File: src/rtl/dm_access_arbiter_pkg.sv
// Shared constants and FSM state type for the data-memory access arbiter.
package dm_access_arbiter_pkg;

  localparam int N_CORES = 4;
  localparam int AW      = 12;
  localparam int DW      = 17;
  localparam int RW      = 12;

  typedef enum logic [1:0] {
    IDLE,
    RUN,
    DONE
  } arb_state_t;

endpackage

File: src/rtl/dm_access_arbiter_if.sv
// Single-port data-memory bus: the arbiter is the master, the memory the slave.
interface dm_access_arbiter_if #(
  parameter int AW = dm_access_arbiter_pkg::AW,
  parameter int DW = dm_access_arbiter_pkg::DW,
  parameter int RW = dm_access_arbiter_pkg::RW
);

  logic          mem_en;
  logic          mem_we;
  logic [AW-1:0] mem_addr;
  logic [DW-1:0] mem_wdata;
  logic [RW-1:0] mem_rdata;

  modport master (
    output mem_en,
    output mem_we,
    output mem_addr,
    output mem_wdata,
    input  mem_rdata
  );

  modport slave (
    input  mem_en,
    input  mem_we,
    input  mem_addr,
    input  mem_wdata,
    output mem_rdata
  );

endinterface

File: src/rtl/dm_access_arbiter_rr_pick4.sv
// Combinational round-robin picker: first eligible core scanning from ptr upward, mod 4.
module rr_pick4
  import dm_access_arbiter_pkg::*;
(
  input  logic [N_CORES-1:0] eligible,
  input  logic [1:0]         ptr,
  output logic [N_CORES-1:0] gnt,
  output logic [1:0]         idx
);

  logic       found;
  logic [1:0] cand;

  // Scan ptr, ptr+1, ... and take the first eligible core.
  always_comb begin
    gnt   = '0;
    idx   = '0;
    found = 1'b0;
    cand  = '0;
    for (int unsigned i = 0; i < N_CORES; i++) begin
      cand = ptr + 2'(i);
      if (!found && eligible[cand]) begin
        found     = 1'b1;
        idx       = cand;
        gnt[cand] = 1'b1;
      end
    end
  end

endmodule

File: src/rtl/dm_access_arbiter.sv
// Round-robin arbiter sharing one single-port data memory among four cores for one run.
module dm_access_arbiter
  import dm_access_arbiter_pkg::*;
#(
  parameter int AW = dm_access_arbiter_pkg::AW,
  parameter int DW = dm_access_arbiter_pkg::DW,
  parameter int RW = dm_access_arbiter_pkg::RW
) (
  input  logic               clk,
  input  logic               rst_n,
  input  logic               start_process,
  input  logic [N_CORES-1:0] end_process,
  input  logic [N_CORES-1:0] req,
  input  logic [N_CORES-1:0] we,
  input  logic [AW-1:0]      addr0,
  input  logic [AW-1:0]      addr1,
  input  logic [AW-1:0]      addr2,
  input  logic [AW-1:0]      addr3,
  input  logic [DW-1:0]      wdata0,
  input  logic [DW-1:0]      wdata1,
  input  logic [DW-1:0]      wdata2,
  input  logic [DW-1:0]      wdata3,
  output logic [N_CORES-1:0] gnt,
  dm_access_arbiter_if.master mem_bus,
  output logic [N_CORES-1:0] rvalid,
  output logic [RW-1:0]      rdata,
  output logic               busy,
  output logic               all_done
);

  arb_state_t         state;
  logic [1:0]         ptr;
  logic [N_CORES-1:0] done_mask;
  logic [N_CORES-1:0] done_next;
  logic [N_CORES-1:0] eligible;
  logic [N_CORES-1:0] pick_gnt;
  logic [1:0]         pick_idx;

  // A core raising end_process this cycle may still win this cycle; the mask blocks it afterwards.
  assign done_next = done_mask | end_process;
  assign eligible  = req & ~done_mask;
  assign rdata     = mem_bus.mem_rdata;

  rr_pick4 u_pick (
    .eligible (eligible),
    .ptr      (ptr),
    .gnt      (pick_gnt),
    .idx      (pick_idx)
  );

  // Grants exist only while running; gating by state makes them drop with async reset.
  always_comb begin
    gnt = '0;
    if (state == RUN) gnt = pick_gnt;
  end

  // Steer the granted core onto the memory port; the bus idles at zero otherwise.
  always_comb begin
    mem_bus.mem_en    = 1'b0;
    mem_bus.mem_we    = 1'b0;
    mem_bus.mem_addr  = '0;
    mem_bus.mem_wdata = '0;
    if (|gnt) begin
      mem_bus.mem_en = 1'b1;
      mem_bus.mem_we = we[pick_idx];
      case (pick_idx)
        2'd0:    begin mem_bus.mem_addr = addr0; mem_bus.mem_wdata = wdata0; end
        2'd1:    begin mem_bus.mem_addr = addr1; mem_bus.mem_wdata = wdata1; end
        2'd2:    begin mem_bus.mem_addr = addr2; mem_bus.mem_wdata = wdata2; end
        default: begin mem_bus.mem_addr = addr3; mem_bus.mem_wdata = wdata3; end
      endcase
    end
  end

  // Run sequencing with sticky done mask and registered status outputs.
  always_ff @(posedge clk or negedge rst_n) begin
    if (!rst_n) begin
      state     <= IDLE;
      done_mask <= '0;
      busy      <= 1'b0;
      all_done  <= 1'b0;
    end else begin
      case (state)
        IDLE: begin
          if (start_process) begin
            state     <= RUN;
            done_mask <= '0;
            busy      <= 1'b1;
          end
        end
        RUN: begin
          done_mask <= done_next;
          if (done_next == '1) begin
            state    <= DONE;
            busy     <= 1'b0;
            all_done <= 1'b1;
          end
        end
        DONE: begin
          if (!start_process) begin
            state    <= IDLE;
            all_done <= 1'b0;
          end
        end
        default: begin
          state    <= IDLE;
          busy     <= 1'b0;
          all_done <= 1'b0;
        end
      endcase
    end
  end

  // Advance the round-robin pointer past the winner; hold it when nobody is granted.
  always_ff @(posedge clk or negedge rst_n) begin
    if (!rst_n) ptr <= '0;
    else if (|gnt) ptr <= pick_idx + 2'd1;
  end

  // Flag the reading core one cycle after its grant, aligned with the memory's registered data.
  always_ff @(posedge clk or negedge rst_n) begin
    if (!rst_n) rvalid <= '0;
    else if ((|gnt) && !we[pick_idx]) rvalid <= gnt;
    else rvalid <= '0;
  end

endmodule

File: src/flat_wrapper.sv
// flat-port wrapper written by rule: the top's interface ports become plain ports
module dm_access_arbiter_flat import dm_access_arbiter_pkg::*;
#(
  parameter int AW = dm_access_arbiter_pkg::AW,
  parameter int DW = dm_access_arbiter_pkg::DW,
  parameter int RW = dm_access_arbiter_pkg::RW
)
  (clk, rst_n, start_process, end_process, req, we, addr0, addr1, addr2, addr3, wdata0, wdata1, wdata2, wdata3, gnt, rvalid, rdata, busy, all_done, mem_bus_mem_en, mem_bus_mem_we, mem_bus_mem_addr, mem_bus_mem_wdata, mem_bus_mem_rdata);
  dm_access_arbiter_if #(.AW(AW), .DW(DW), .RW(RW)) mem_bus_i ();
  input  logic clk;
  input  logic rst_n;
  input  logic start_process;
  input  logic [N_CORES-1:0] end_process;
  input  logic [N_CORES-1:0] req;
  input  logic [N_CORES-1:0] we;
  input  logic [AW-1:0] addr0;
  input  logic [AW-1:0] addr1;
  input  logic [AW-1:0] addr2;
  input  logic [AW-1:0] addr3;
  input  logic [DW-1:0] wdata0;
  input  logic [DW-1:0] wdata1;
  input  logic [DW-1:0] wdata2;
  input  logic [DW-1:0] wdata3;
  output logic [N_CORES-1:0] gnt;
  output logic [N_CORES-1:0] rvalid;
  output logic [RW-1:0] rdata;
  output logic busy;
  output logic all_done;
  output wire logic [$bits(mem_bus_i.mem_en)-1:0] mem_bus_mem_en;
  output wire logic [$bits(mem_bus_i.mem_we)-1:0] mem_bus_mem_we;
  output wire logic [$bits(mem_bus_i.mem_addr)-1:0] mem_bus_mem_addr;
  output wire logic [$bits(mem_bus_i.mem_wdata)-1:0] mem_bus_mem_wdata;
  input wire logic [$bits(mem_bus_i.mem_rdata)-1:0] mem_bus_mem_rdata;
  assign mem_bus_mem_en = mem_bus_i.mem_en;
  assign mem_bus_mem_we = mem_bus_i.mem_we;
  assign mem_bus_mem_addr = mem_bus_i.mem_addr;
  assign mem_bus_mem_wdata = mem_bus_i.mem_wdata;
  assign mem_bus_i.mem_rdata = mem_bus_mem_rdata;
  dm_access_arbiter #(.AW(AW), .DW(DW), .RW(RW)) u_core (.clk(clk), .rst_n(rst_n), .start_process(start_process), .end_process(end_process), .req(req), .we(we), .addr0(addr0), .addr1(addr1), .addr2(addr2), .addr3(addr3), .wdata0(wdata0), .wdata1(wdata1), .wdata2(wdata2), .wdata3(wdata3), .gnt(gnt), .mem_bus(mem_bus_i), .rvalid(rvalid), .rdata(rdata), .busy(busy), .all_done(all_done));
endmodule
File: config.mk
export PLATFORM = sky130hd
export DESIGN_NAME = dm_access_arbiter_flat
export DESIGN_NICKNAME = d
export VERILOG_FILES = /design/src/rtl/dm_access_arbiter_pkg.sv /design/src/rtl/dm_access_arbiter_if.sv /design/src/rtl/dm_access_arbiter_rr_pick4.sv /design/src/rtl/dm_access_arbiter.sv /design/src/flat_wrapper.sv
export SDC_FILE = /design/constraint.sdc
export NUM_CORES = 1
export LEC_CHECK = 0
export CAP_MARGIN = 20
export CORE_UTILIZATION = 33
export CTS_CLUSTER_DIAMETER = 30
export CTS_CLUSTER_SIZE = 28
export DETAILED_ROUTE_END_ITERATION = 10
export PLACE_DENSITY = 0.92
export SYNTH_ARGS = -nofsm -noshare
export SYNTH_HDL_FRONTEND = slang
export SYNTH_SLANG_ARGS = --single-unit
export TNS_END_PERCENT = 1
File: constraint.sdc
create_clock -name clk -period 9.7 [get_ports clk]
set_input_delay 1.94 -clock clk [delete_from_list [all_inputs] [get_ports clk]]
set_output_delay 1.94 -clock clk [all_outputs]
set_load 0.02 [all_outputs]
Yosys cells after proc, flatten, opt, wreduce, memory -nomap -nowiden:

Index checks and enable logic that the tools add are counted.
W data, S select, Z words.

* magnitude comparators: 9
* bitwise gates (word level): 8
* multiplexer cells: 49
* equal/unequal tests: 8
* $add $sub $neg: 4
* reductions and logical operators: 20

Operators with widths (number)
* $pmux W17 S3: 1
* $pmux W12 S3: 1
* $mux W4: 7
* $mux W1: 18
* $mux W17: 1
* $or A4 B4 Y4: 4
* $lt A2 B3 Y1 const B: 5
* $mux W2: 7
* $mux W12: 1
* $bmux W1 S2: 5
* $reduce_and A3 Y1: 3
* $demux W1 S2: 4
* $ge A2 B1 Y1 const B: 4
* $logic_and A1 B1 Y1: 8
* $pmux W4 S2: 1
* $ne A2 B2 Y1 const B: 3
* $pmux W1 S3: 2
* $pmux W2 S3: 1
* $add A2 B1 Y2 const B: 2
* $add A2 B2 Y2 const B: 2
* $and A4 B4 Y4: 1
* $eq A2 B1 Y1 const B: 2
* $eq A2 B2 Y1 const B: 2
* $eq A4 B4 Y1 const B: 1
* other kinds (7): 12

* register bits: 14
* output and inout port bits: 53
* input port bits: 143
* word-level logic and storage cells: 104

Depth between registers and ports, before layout:

Gate-level depths: netlist of run 1.

* word-level depth: 19
* depth in mapped cells: 15
* gate-level depth less buffers: 12

By module:

Synthesis of run 1 repeated with hierarchy kept, for this count alone.

* cells, all modules: 261
* area, all modules: 2028.2 um2

By module, submodules not included
* dm_access_arbiter: area an instance 1624.1 um2, instances 1, seq. area each 350.3 um2, cells each 213
* rr_pick4: area an instance 404.1 um2, instances 1, seq. area each 0.0 um2, cells each 48

Worst setup path after synthesis of run 1:

No wires, ideal clock.

* path type: input -> output
* from: in req[3]
* to: out mem_bus_mem_addr[1]
* stages: 10
* required time: 7.760 ns
* arrival: 4.477 ns
* buffers on the path: 2
* path slack: 3.283 ns
* path through: nor2b_1 mux4_2 o311ai_1 ha_1 clkbuf_1 clkbuf_1 a222oi_1 nor2_1 a21oi_1 nor2_1

* longest elaborated chain between the ends: 16
* elaborated cells on any way between the ends: 36
* those cells by class: 2 x eq/ne; 22 x mux; 4 x bitwise; 8 x reduce/logical

Ends and longest elaborated chain
* from (decl): RTL line flat_wrapper.sv:14 `input logic [N_CORES-1:0] req;`
* $and A4 B4 Y4 *: RTL line dm_access_arbiter.sv:41 `assign eligible = req & ~done_mask;`
* $bmux W1 S2: RTL line dm_access_arbiter_rr_pick4.sv:22 `if (!found && eligible[cand]) begin`
* $mux W1 (implied by the code): RTL line dm_access_arbiter_rr_pick4.sv:22
* $mux W1: RTL line dm_access_arbiter_rr_pick4.sv:22
* $logic_not A1 Y1: RTL line dm_access_arbiter_rr_pick4.sv:22
* $logic_and A1 B1 Y1: RTL line dm_access_arbiter_rr_pick4.sv:22
* $mux W1: RTL line dm_access_arbiter_rr_pick4.sv:22
* $logic_not A1 Y1: RTL line dm_access_arbiter_rr_pick4.sv:22
* $logic_and A1 B1 Y1: RTL line dm_access_arbiter_rr_pick4.sv:22
* $mux W1: RTL line dm_access_arbiter_rr_pick4.sv:22
* $logic_not A1 Y1: RTL line dm_access_arbiter_rr_pick4.sv:22
* $logic_and A1 B1 Y1: RTL line dm_access_arbiter_rr_pick4.sv:22
* $mux W2 / $mux W4 (equally long branches): RTL line dm_access_arbiter_rr_pick4.sv:22
* $eq A2 B2 Y1, or another cell as far along: RTL line dm_access_arbiter.sv:66 `case (pick_idx)`
* $pmux W12 S3 / $reduce_or A4 Y1 (equally long branches): RTL line dm_access_arbiter.sv:66, dm_access_arbiter.sv:63
* $mux W12 *: RTL line dm_access_arbiter.sv:63 `if (|gnt) begin`
* to (decl): RTL line flat_wrapper.sv:31 `output wire logic [$bits(mem_bus_i.mem_addr)-1:0] mem_bus_mem_addr;`

Mark *: on every way between the ends. The rest lies on a longest branch, timed or not. The select of a mux whose other input is x is not followed.

Final worst setup path of run 1:

* from: in req[3]
* to: out mem_bus_mem_wdata[13]

* longest elaborated chain between the ends: 16
* elaborated cells on any way between the ends: 36
* those cells by class: 2 x eq/ne; 22 x mux; 4 x bitwise; 8 x reduce/logical

Ends and longest elaborated chain
* $and A4 B4 Y4 *: RTL line dm_access_arbiter.sv:41
* $bmux W1 S2: RTL line dm_access_arbiter_rr_pick4.sv:22
* $mux W1 (implied by the code): RTL line dm_access_arbiter_rr_pick4.sv:22
* $mux W1: RTL line dm_access_arbiter_rr_pick4.sv:22
* $logic_not A1 Y1: RTL line dm_access_arbiter_rr_pick4.sv:22
* $logic_and A1 B1 Y1: RTL line dm_access_arbiter_rr_pick4.sv:22
* $mux W1: RTL line dm_access_arbiter_rr_pick4.sv:22
* $logic_not A1 Y1: RTL line dm_access_arbiter_rr_pick4.sv:22
* $logic_and A1 B1 Y1: RTL line dm_access_arbiter_rr_pick4.sv:22
* $mux W1: RTL line dm_access_arbiter_rr_pick4.sv:22
* $logic_not A1 Y1: RTL line dm_access_arbiter_rr_pick4.sv:22
* $logic_and A1 B1 Y1: RTL line dm_access_arbiter_rr_pick4.sv:22
* $mux W2 / $mux W4 (equally long branches): RTL line dm_access_arbiter_rr_pick4.sv:22
* $eq A2 B2 Y1, or another cell as far along: RTL line dm_access_arbiter.sv:66
* $pmux W17 S3 / $reduce_or A4 Y1 (equally long branches): RTL line dm_access_arbiter.sv:66, dm_access_arbiter.sv:63
* $mux W17 *: RTL line dm_access_arbiter.sv:63
* to (decl): RTL line flat_wrapper.sv:32 `output wire logic [$bits(mem_bus_i.mem_wdata)-1:0] mem_bus_mem_wdata;`

Marks and branches as above.

==> flow_summary.ini, run 1 <==
[power]
cellPowerDensity_nw_per_um2 = 522
leakagePower_uw = 0.00149
vdd_drop_max_v = 0.000393
switching_share_pct = 52.8
netSwitchingPower_uw = 1030
p_seq_share_pct = 6.7
pwr-share-comb_pct = 90.9
internal-power_uw = 924
clockPowerShare_pct = 2.4
total_power_uw = 1960

[sta]
relSlewSlack_pct = 33.2
setup_tns_ps = 0
worst_slew_pin_slew_ps = 1000
setup_violations = 0
fin_crit_ps = 7630
fin_crit_sh_pct = 78.6
finalHoldViolCount = 0
finalClockSkew_ps = 2.51
rsz0062_at_grt = false
slew_viol_final = 0
fmax_ghz = 0.131

[global_route]
antenna_found_initial = 0
grt_max_degree = 59
first_global_vias = 2639
track_usage_pct = 25.3
grt_pass1_wl_um = 12800
grt_overflow_total = 0

[worst_setup_path]
cp.arrival_ps = 5690
required_ps = 7760
crit_type = input port to output port
cp_max_fo = 19
endpoint_kind = output port
cp-start-kind = input port

[synthesis]
synth_top_area_share_pct = 17.5
syn-num-nets = 426
mappedNetlistArea_sq_um = 2000
ys_ff_latch = 14
synth_area_leaders = dfrtp_1 (18%), a222oi_1 (17%), nor2_1 (14%), a21oi_1 (10%), ha_1 (6.9%)
syn_area_per_cell_sq_um = 7.34
synth_cell_types = 35
synth-seq-area-share_pct = 17.5
yosys_warnings = 0
syn_inst = 272
yosys.area.top_type = dfrtp_1

[drt]
vias_per_cell = 5.79
drtIter0Drc = 204
ant_nets = 0
avgRoutedWirePerCell_um = 17.6
first_pass_iters = 5
drt_wl_total_um = 8620
drc = 0
vias = 2833

[floorplanning]
core_area_sq_um = 5680
die_x_um = 79.8
io-pin-count = 196
dieArea_sq_um = 6370
rows = 27
fp.dieH_um = 79.8
floorplan.initialDensity_pct = 35.2

[clock_tree]
cts_num_sinks = 14
cts_tree = built
path_clk_slew_ps = 50
ctsRootBufferMaster = clkbuf_8
max-clock-path-buffers = 2
cts_max_level = 1
cts_resized = 0
cts_setup_buffers = 0
hold_buffers = 0
cts_made_buffers = 3
worstSkewPairLatency_ps = 240

[placement]
post-dp-hpwl_um = 6740
numPortBuffers = 171
gp_congestion = 0.881

[finish]
n_antenna_cell = 0
n_fill_cell = 458
syn2layout_area_growth_pct = 87.5
drive_gt1_share_pct = 4.32
nets = 573

[job]
cap_violations = 0

[run_status]
outcome = finished clean

[worst_hold_path]
hold_class = flip-flop to flip-flop
logic make-up after synthesis:
kind of cell / synth area share (%)
AOI/OAI and AO/OA: 34.6
adders and majority gates: 6.89
buffers and inverters: 11.8
DFF: 17.5
muxes: 7.08
and+or+nand+nor: 22.1
layout make-up:
| class | count | area, sq um | area share (%) |
|---|---|---|---|
| tap | 72 | 90.1 | 2.41 |
| multi-input combinational | 212 | 1410 | 37.8 |
| timing repair buffer | 176 | 1800 | 48.2 |
| clock buffer | 3 | 41.3 | 1.10 |
| sequential | 14 | 350 | 9.36 |
| inverter | 12 | 45.0 | 1.20 |
routing by layer:
layer / share of wire (%) / wire, um / GRT usage, % / vias to the layer above
met5: 0 / 0 / 0 / -
met4: 2.6 / 223 / 6.43 / 0
met3: 9.1 / 782 / 4.00 / 21
met2: 52 / 4480 / 49.6 / 169
met1: 36 / 3140 / 27.9 / 1324
li1: - / - / - / 1319
synthesized netlist by cell type, drive strengths merged:
cell type  number
nand3           1
a32oi           2
a21o            1
nor2           72
mux2i           4
o311ai          1
a222oi         33
nand4b          1
mux2            1
dfrtp          14
a22o            4
o211ai          2
buf            20
or4bb           2
or4b            1
nand2           8
ha             11
o31ai           1
nand2b          4
a21oi          40
and4            2
mux4            4
a2bb2oi         1
nand4           1
inv            12
o21ai           4
clkbuf         14
o32ai           1
nor2b           6
a211oi          1
o22ai           3
worst max-delay path: stages:
cell,delay (ps)
clkdlybuf4s50_1,440
nor2b_1,200
mux4_2,560
o311ai_1,580
inv_1,140
ha_1,380
buf_8,240
a222oi_1,390
nor2_1,70
a21oi_1,140
nor2_1,50
clkdlybuf4s50_1,540
worst paths after layout:
path	slack, ps	endpoint	startpoint	cells after the start
setup / recovery	2070	mem_bus_mem_wdata[13]	req[3]	12
hold / removal	570	u_core.all_done	u_core.all_done	2
setup reg to reg	5520	u_core.ptr[0]	u_core.ptr[0]	10
hold reg to reg	570	u_core.all_done	u_core.all_done	2
max in group asynchronous	7230	u_core.ptr[1]	rst_n	1
min in group asynchronous	2080	u_core.all_done	rst_n	1
cells in the final DEF (no fill, tap or decap), types with 2 or more instances in the layout:
cell and n:
a21oi_1 40, a222oi_1 33, a22o_1 4, a32oi_1 2, buf_16 2, buf_8 2, clkbuf_8 3, clkdlybuf4s50_1 171
dfrtp_1 14, ha_1 10, inv_1 10, inv_2 2, mux2i_1 4, mux4_2 4, nand2_1 8, nand2b_1 4
nor2_1 72, nor2b_1 6, o211ai_1 2, o21ai_0 4, o22ai_1 3, or4bb_1 2
registers in the layout, indices dropped and copies added, names as in the netlist:
register and flops:
u_core.ptr 2, u_core.busy 1, u_core.rvalid 4, u_core.done_mask 4, u_core.all_done 1, u_core.state 2
power by group through the flow:
stage | registers, uW | clock network, uW | logic (uW)
6_report | 131 | 46.8 | 1780
5_1_grt | 136 | 50.9 | 1930
2_1_floorplan | 121 | 0 | 1120
3_5_place_dp | 131 | 0 | 1710
3_3_place_gp | 127 | 0 | 1630
4_1_cts | 130 | 47.9 | 1710
metrics by stage:
step | std cells | utilization (%) | cell area (sq um) | setup WS, ps | hold WS [ps]
6_report | 489 | 66.0 | 3740 | 2070 | 572
5_1_grt | 489 | 66.0 | 3740 | 1730 | 612
4_1_cts | 486 | 65.0 | 3690 | 1760 | 577
3_5_place_dp | 483 | 64.2 | 3650 | 1740 | 529
3_3_place_gp | 482 | 63.8 | 3620 | 1850 | 516
2_1_floorplan | 272 | - | 2000 | 3280 | 483
(Power assumes the default switching activity.)
==> run 2, diff against run 1 <==
Settings changed: CORE_UTILIZATION 33 to 30, PLACE_DENSITY 0.92 to 0.85.
Clock period 9.7 ns to 7.88 ns, I/O delays scaled along.
==> flow_summary.ini, run 2 (synthesized netlist as in run 1, its figures left out) <==
[finish]
top_regs = u_core.done_mask (4), u_core.rvalid (4)
layout_common_cells = clkdlybuf4s50_1 (171), nor2_1 (72), a21oi_1 (40)
syn2layout_area_growth_pct = 88.0
nets = 574
postLayoutCellArea_sq_um = 3750
final_common_cell = clkdlybuf4s50_1
n_antenna_cell = 0
drive_gt1_share_pct = 4.77

[clock_tree]
max-clock-path-buffers = 2
cts_num_sinks = 14
cts_max_level = 1
cts_tree = built
cts_resized = 0
path_clk_slew_ps = 60
cts_setup_buffers = 0
ctsRootBufferMaster = clkbuf_8
worstSkewPairLatency_ps = 250
cts_made_buffers = 3
hold_buffers = 0

[floorplanning]
floorplan.initialDensity_pct = 31.3
fp.dieH_um = 83.6
rows = 29
die_x_um = 83.6
core_area_sq_um = 6390
dieArea_sq_um = 6990
io-pin-count = 196

[global_route]
first_global_vias = 2763
track_usage_pct = 23.0
grt_overflow_total = 0
grt_pass1_wl_um = 13300
grt_max_degree = 33
antenna_found_initial = 0

[run_status]
outcome = finished clean

[worst_setup_path]
required_ps = 6300
cp_max_fo = 17
path_cells = clkdlybuf4s50_1, nor2b_1, mux4_2, o311ai_1, ha_1, buf_4, a222oi_1, nor2_1, a21oi_1, nor2_1, clkdlybuf4s50_1
endpoint_kind = output port
slowest_delay_ps = 630
cp-start-kind = input port
slowest_stage = ha_1
crit_type = input port to output port
cp.arrival_ps = 5390

[sta]
fin_crit_sh_pct = 88.4
finalHoldViolCount = 0
worst_slack_ps = 913
relSlewSlack_pct = 56.3
rsz0062_at_grt = false
slew_viol_final = 0
fin_crit_ps = 6970
worst_slew_pin_slew_ps = 645
setup_tns_ps = 0
setup_violations = 0
finalClockSkew_ps = 3.13
fmax_ghz = 0.144

[placement]
numPortBuffers = 171
post-dp-hpwl_um = 6470
place_area_sq_um = 3650
gp_congestion = 1.01
dp_slack_ps = 830

[drt]
drc = 0
ant_nets = 0
drt_wl_total_um = 8480
first_pass_iters = 6
vias = 2799
avgRoutedWirePerCell_um = 17.1
drtIter0Drc = 154
vias_per_cell = 5.64

[power]
leakagePower_uw = 0.00149
cellPowerDensity_nw_per_um2 = 635
vdd_drop_max_v = 0.000448
total_power_uw = 2390

[job]
cap_violations = 0

[worst_hold_path]
hold_class = flip-flop to flip-flop
## run 2: changes by cell type in the layout (fill, tap and decap cells not counted), sizes merged
cell	delta
clkbuf	+2
## run 2: path summary, 6_finish.rpt
path / end / cells past startpoint / slack (ps) / startpoint
min in group asynchronous: u_core.all_done / 1 / 1720 / rst_n
max in group asynchronous: u_core.state[1] / 1 / 5750 / rst_n
max reg2reg: u_core.ptr[1] / 10 / 3560 / u_core.ptr[0]
max: mem_bus_mem_wdata[12] / 11 / 910 / req[3]
min reg2reg: u_core.state[0] / 1 / 560 / u_core.state[1]
min: u_core.state[0] / 1 / 560 / u_core.state[1]
## run 2: critical path: cells and delay by family
| family | cells | cell delay, ps |
|---|---|---|
| compound gates | 3 | 800 |
| fa+ha+maj | 1 | 630 |
| buf+inv | 3 | 1380 |
| mux | 1 | 570 |
| simple gates | 3 | 410 |
## run 2: metal layers
metal / up-vias / share of wire [%] / GRT usage [%]
li1: 1320 / - / -
met1: 1320 / 39 / 25.5
met2: 150 / 53 / 44.3
met3: 9 / 7.5 / 3.96
met4: 0 / 1.1 / 6.47
met5: - / 0 / 0
## run 2: power by group
part | switching [uW] | internal (uW)
Combinational | 1190 | 967
Sequential | 54.9 | 106
Clock | 26.6 | 44.3
## run 2: final cells by class
type	count	area, sq um
clock buffers	4	55.1
fillers	567	2630
inverters	12	45.0
multi-input cells	212	1410
flip-flops and latches	14	350
well taps	77	96.3
repair buffers	177	1790
## run 2: through the flow
step | utilization (%) | instances | hold slack (ps)
5_1_grt | 58.8 | 496 | 578
2_1_floorplan | - | 272 | 483
4_1_cts | 58.0 | 494 | 556
3_3_place_gp | 57.1 | 490 | 520
3_5_place_dp | 57.1 | 490 | 544
6_report | 58.8 | 496 | 563
